**src/rtl/cpu_pkg.sv**
```systemverilog
// Shared CPU definitions: datapath width and ALU op encodings {funct7[5], funct3}.
package cpu_pkg;
  localparam int XLEN = 32;

  localparam logic [3:0] ALU_ADD  = 4'b0000;
  localparam logic [3:0] ALU_SUB  = 4'b1000;
  localparam logic [3:0] ALU_SLL  = 4'b0001;
  localparam logic [3:0] ALU_SLT  = 4'b0010;
  localparam logic [3:0] ALU_SLTU = 4'b0011;
  localparam logic [3:0] ALU_XOR  = 4'b0100;
  localparam logic [3:0] ALU_SRL  = 4'b0101;
  localparam logic [3:0] ALU_SRA  = 4'b1101;
  localparam logic [3:0] ALU_OR   = 4'b0110;
  localparam logic [3:0] ALU_AND  = 4'b0111;
endpackage

```
**src/rtl/rr_arb2.sv**
```systemverilog
// Two-request round-robin arbiter; on a tie the port not granted most recently wins.
module rr_arb2 (
  input  logic       clk,
  input  logic       reset,
  input  logic [1:0] eligible,
  output logic [1:0] grant
);
  logic last_grant_q, last_grant_d;

  always_comb begin
    grant        = 2'b00;
    last_grant_d = last_grant_q;
    case (eligible)
      2'b01:   grant = 2'b01;
      2'b10:   grant = 2'b10;
      2'b11:   grant = last_grant_q ? 2'b01 : 2'b10;
      default: grant = 2'b00;
    endcase
    if (grant != 2'b00) last_grant_d = grant[1];
  end

  // Reset to port 1 so port 0 takes the first tie.
  always_ff @(posedge clk) begin
    if (reset) last_grant_q <= 1'b1;
    else       last_grant_q <= last_grant_d;
  end
endmodule

```
**src/rtl/alu_arbiter.sv**
```systemverilog
// Shares one registered ALU between the execute stage (port 0) and the address/branch
// helper (port 1); each port has at most one op outstanding and a held response register.
module alu_arbiter #(
  parameter int XLEN = cpu_pkg::XLEN
) (
  input  logic            clk,
  input  logic            reset,
  input  logic            req0_valid,
  output logic            req0_ready,
  input  logic [XLEN-1:0] req0_rs1,
  input  logic [XLEN-1:0] req0_rs2,
  input  logic [3:0]      req0_op,
  input  logic            req1_valid,
  output logic            req1_ready,
  input  logic [XLEN-1:0] req1_rs1,
  input  logic [XLEN-1:0] req1_rs2,
  input  logic [3:0]      req1_op,
  output logic            resp0_valid,
  input  logic            resp0_ready,
  output logic [XLEN-1:0] resp0_rd,
  output logic            resp1_valid,
  input  logic            resp1_ready,
  output logic [XLEN-1:0] resp1_rd,
  output logic [XLEN-1:0] alu_rs1,
  output logic [XLEN-1:0] alu_rs2,
  output logic [3:0]      alu_op,
  input  logic [XLEN-1:0] alu_rd
);
  import cpu_pkg::*;

  logic [1:0]      inflight_q, inflight_d;
  logic [1:0]      resp_valid_q, resp_valid_d;
  logic [XLEN-1:0] resp0_rd_q, resp0_rd_d, resp1_rd_q, resp1_rd_d;
  logic [1:0]      eligible, grant;

  // Eligibility uses registered state only; nothing is granted while reset is high.
  assign eligible = {req1_valid & ~inflight_q[1] & ~resp_valid_q[1],
                     req0_valid & ~inflight_q[0] & ~resp_valid_q[0]} & {2{~reset}};

  rr_arb2 u_arb (
    .clk      (clk),
    .reset    (reset),
    .eligible (eligible),
    .grant    (grant)
  );

  assign req0_ready = grant[0];
  assign req1_ready = grant[1];

  always_comb begin
    alu_rs1 = '0;
    alu_rs2 = '0;
    alu_op  = ALU_ADD;
    if (grant[0]) begin
      alu_rs1 = req0_rs1;
      alu_rs2 = req0_rs2;
      alu_op  = req0_op;
    end else if (grant[1]) begin
      alu_rs1 = req1_rs1;
      alu_rs2 = req1_rs2;
      alu_op  = req1_op;
    end
  end

  always_comb begin
    inflight_d   = grant;
    resp_valid_d = inflight_q | (resp_valid_q & ~{resp1_ready, resp0_ready});
    resp0_rd_d   = inflight_q[0] ? alu_rd : resp0_rd_q;
    resp1_rd_d   = inflight_q[1] ? alu_rd : resp1_rd_q;
  end

  always_ff @(posedge clk) begin
    if (reset) begin
      inflight_q   <= '0;
      resp_valid_q <= '0;
      resp0_rd_q   <= '0;
      resp1_rd_q   <= '0;
    end else begin
      inflight_q   <= inflight_d;
      resp_valid_q <= resp_valid_d;
      resp0_rd_q   <= resp0_rd_d;
      resp1_rd_q   <= resp1_rd_d;
    end
  end

  assign resp0_valid = resp_valid_q[0];
  assign resp1_valid = resp_valid_q[1];
  assign resp0_rd    = resp0_rd_q;
  assign resp1_rd    = resp1_rd_q;
endmodule

```
**config.mk**
```make
export PLATFORM = sky130hd
export DESIGN_NAME = alu_arbiter
export DESIGN_NICKNAME = d
export VERILOG_FILES = /design/src/rtl/cpu_pkg.sv /design/src/rtl/rr_arb2.sv /design/src/rtl/alu_arbiter.sv
export SDC_FILE = /design/constraint.sdc
export NUM_CORES = 1
export LEC_CHECK = 0
export CORE_AREA = 2 2 120 122
export CTS_BUF_LIST = sky130_fd_sc_hd__clkbuf_8 sky130_fd_sc_hd__clkbuf_16
export DETAILED_ROUTE_END_ITERATION = 8
export DIE_AREA = 0 0 122 124
export PLACE_DENSITY = 0.63
export SLEW_MARGIN = 10
export SYNTH_ARGS = -nofsm -noshare
export SYNTH_HDL_FRONTEND = slang
export SYNTH_HIERARCHICAL = 1
export SYNTH_SLANG_ARGS = --single-unit
```
**constraint.sdc**
```tcl
create_clock -name clk -period 3.8 [get_ports clk]
set_input_delay 0.95 -clock clk [delete_from_list [all_inputs] [get_ports clk]]
set_output_delay 0.95 -clock clk [all_outputs]
set_load 0.01 [all_outputs]
```
==> flow_metrics.py <==
metrics = {
    "status": {
        "status": "finished clean",
    },
    "synthesis": {
        "synthTopCellsByArea": "dfxtp_1 43%, mux2i_1 20%, a22o_1 18%, nor2_1 7.5%, buf_6 3.9%",
        "synthAdderAreaFrac": 0,
        "syn_nets": 490,
        "syn_inst": 316,
        "avgSynthCellArea_um2": 10.11,
        "yosys.area_share.simple": 0.1034,
        "synth_cell_types": 19,
        "synth_mux_area_frac": 0.2005,
        "yosysWarnings": 6,
        "synth_top_family_by_area": "multiplexers",
        "netlist_area_um2": 3196,
        "synthFlopType": "dfxtp_1",
        "async_flop_share": 0,
        "synth_top_area_cell": "dfxtp_1",
        "synth-edff-count": 0,
        "synth-seq-cells": 69,
        "ys_seq_area_frac": 0.4323,
        "synth-compound-area-share": 0.1946,
        "synth_xor_area_frac": 0,
        "synth_top_area_share": 0.4323,
    },
    "global_route": {
        "grt_pass1_vias": 3723,
        "grt_pass1_wl_mm": 22.80,
        "grt_usage": 0.2065,
        "grt.overflow.total": 0,
        "grt_max_degree": 34,
        "antenna_found_initial": 6,
    },
    "timing": {
        "slew_viol_final": 0,
        "rsz0062_at_grt": "true",
        "period_minus_slack_ps": 3730,
        "worstMarginPinSlew_ps": 621.4,
        "post-route-period-util": 0.9815,
        "finalHoldViolations": 0,
        "max_freq_mhz": 268.1,
        "setup_violations": 0,
        "clock_skew_ps": 8.586,
        "relSlewSlack": 0.5857,
        "fin_tns_setup_ps": 0,
    },
    "flow_run": {
        "drv_cap": 0,
    },
    "critical_path": {
        "crit_family": "buffers and inverters",
        "arrival_ps": 2780,
        "crit_buf_inv": 4,
        "crit_chain": "clkdlybuf4s50_1 > nor4b_4 > a21boi_4 > buf_4 > buf_4 > clkdlybuf4s50_1",
        "worstSetupPathType": "in -> out",
        "cp.required_ps": 2850,
        "cp_max_fo": 5,
        "cp_slowest_cell": "clkdlybuf4s50_1",
        "crit_path_end_kind": "primary output",
        "startpoint_type": "input pin",
        "max_stage_delay_ps": 530,
    },
    "drt": {
        "dr.pass1.iters": 4,
        "wl_mm": 17.01,
        "post_drt_wl_per_cell_um": 20.70,
        "vias": 3775,
        "viasPerCell": 4.592,
        "remaining_drc_errors": 0,
        "dr.first_iter.drc_count": 216,
        "postRouteAntennaNets": 0,
    },
    "clock_tree": {
        "cts_tree": "yes",
        "numCtsBuffers": 9,
        "clockBufferDepth": 2,
        "holdBufCountCts": 0,
        "h-tree-depth": 3,
        "numClockSinks": 69,
        "clock_latency_ps": 330,
        "cts.clk_slew.worst_paths_ps": 60,
        "root_buffer": "clkbuf_16",
    },
    "cells_and_area": {
        "syn2layout_area_growth_pct": 114.2,
        "nets": 807,
        "drive_gt1_frac": 0.1301,
        "stdcell_count": 822,
    },
    "pwr": {
        "power.share.sequential": 0.342,
        "sw_frac_of_total": 0.2464,
        "vdd_drop_max_mv": 0.2328,
        "p_leak_nw": 2.734,
        "combPwrFrac": 0.257,
        "p_int_mw": 1.679,
        "clock_power_share": 0.401,
        "power_switching_mw": 0.5487,
        "p_per_area_nw_per_um2": 325.4,
    },
    "die": {
        "die-area_um2": 15130,
        "initial_utilization": 0.2329,
        "io_pins": 310,
        "num_rows": 43,
        "die_x_um": 122,
        "die_y_um": 124,
        "placeableCoreArea_um2": 13720,
    },
    "placed_design": {
        "io_buffer_count": 309,
        "dp_hpwl_mm": 13.18,
        "finalWeightedCongestion": 0.8929,
        "placedCellCount": 790,
    },
    "worst_hold_path": {
        "hold_class": "reg -> reg",
    },
}
-- routing by layer --
metal	up-vias	track usage	part of all wire
li1	1777	-	-
met1	1775	0.2565	0.40
met2	190	0.3348	0.49
met3	29	0.06136	0.087
met4	4	0.08405	0.028
met5	-	0	0.0017
-- state kept, by name, summed over array words and instances (netlist names) --
| signal | count |
|---|---|
| resp0_rd | 32 |
| resp1_rd | 32 |
| inflight_q | 2 |
| resp_valid_q | 2 |
| u_arb/last_grant_q | 1 |
-- worst reg2reg max path, cell delays in order (launching register included) --
cell and delay (ps):
dfxtp_1 340, nor4b_4 290, buf_4 170, a21boi_2 60, buf_4 130, buf_4 140
nor2b_1 120
-- worst paths after layout --
| path | startpoint | endpoint | slack (ps) | depth (start not counted) |
|---|---|---|---|---|
| min reg2reg | resp1_rd[10]$_SDFFE_PP0P_ | resp1_rd[10]$_SDFFE_PP0P_ | 490 | 2 |
| min | resp1_rd[10]$_SDFFE_PP0P_ | resp1_rd[10]$_SDFFE_PP0P_ | 490 | 2 |
| max reg2reg | resp_valid_q[0]$_SDFF_PP0_ | inflight_q[1]$_SDFF_PP0_ | 2450 | 6 |
| max | req0_valid | req0_ready | 70 | 6 |
-- timing repair --
action,CTS,global route
gates cloned,1,4
setup endpoints to repair,68,48
resized for setup,131,58
pin swaps,2,0
buffers inserted,5,3
-- cells in the mapped netlist, types with 2 or more instances --
master / n
a21boi_0: 2
a21oi_1: 2
a22o_1: 66
buf_2: 6
buf_6: 11
clkbuf_1: 13
dfxtp_1: 69
inv_2: 2
mux2i_1: 64
nand2_1: 4
nand2b_1: 2
nor2_1: 64
nor2b_1: 3
nor4b_2: 2
o21ai_1: 2
-- power by group through the flow --
stage	Clock, mW	Combinational (mW)	Sequential (mW)
finish	0.892	0.572	0.763
detailed placement	0	0.577	0.777
global placement	0	0.576	0.776
floorplan	0	0.187	0.787
CTS	0.909	0.568	0.763
global route	0.948	0.608	0.765
-- final cells by class --
type | count | area (um^2)
Antenna cell | 4 | 10.01
Multi-Input combinational cell | 213 | 1625
Timing Repair Buffer | 337 | 3266
Tap cell | 180 | 225.2
Sequential cell | 69 | 1384
Clock inverter | 7 | 97.59
Fill cell | 1302 | 6875
Clock buffer | 9 | 225.2
Inverter | 3 | 11.26
-- through the flow --
stage / instance area (um^2) / setup WS, ps / utilization / hold slack (ps) / power, mW
after floorplan: 3196 / 55.98 / - / 474.0 / 0.9733
after global placement: 6457 / -325.6 / 0.4707 / 473.7 / 1.353
after detailed placement: 6457 / -341.0 / 0.4707 / 480.0 / 1.355
after CTS: 6854 / -4.336 / 0.4996 / 496.9 / 2.240
after global routing: 6842 / -21.12 / 0.4987 / 519.0 / 2.321
final: 6844 / 70.12 / 0.4989 / 493.9 / 2.227
-- layout by cell type, fill, tap and decap left out, types with 2 or more instances in the layout --
cell,count
clkdlybuf4s50_1,240
dfxtp_1,67
a22o_1,66
mux2i_1,64
nor2_1,64
buf_2,25
clkdlybuf4s15_1,25
buf_4,17
clkbuf_16,12
dlygate4sd2_1,11
clkbuf_2,5
diode_2,4
nand2_1,4
nor2b_1,3
buf_8,3
buf_12,3
o21ai_1,2
nor4b_4,2
inv_2,2
nand2b_1,2
a21oi_1,2
inv_1,2
bufinv_16,2
inv_6,2
dfxtp_2,2
dlymetal6s2s_1,2
buf_6,2
-- logic make-up (layout without fill, tap and decap cells) --
family,Yosys count,in the layout
other,0,4
and+or+nand+nor,76,76
DFF,69,69
AOI/OAI and AO/OA,73,73
buffers and inverters,34,356
muxes,64,64
(Power assumes the default switching activity.)
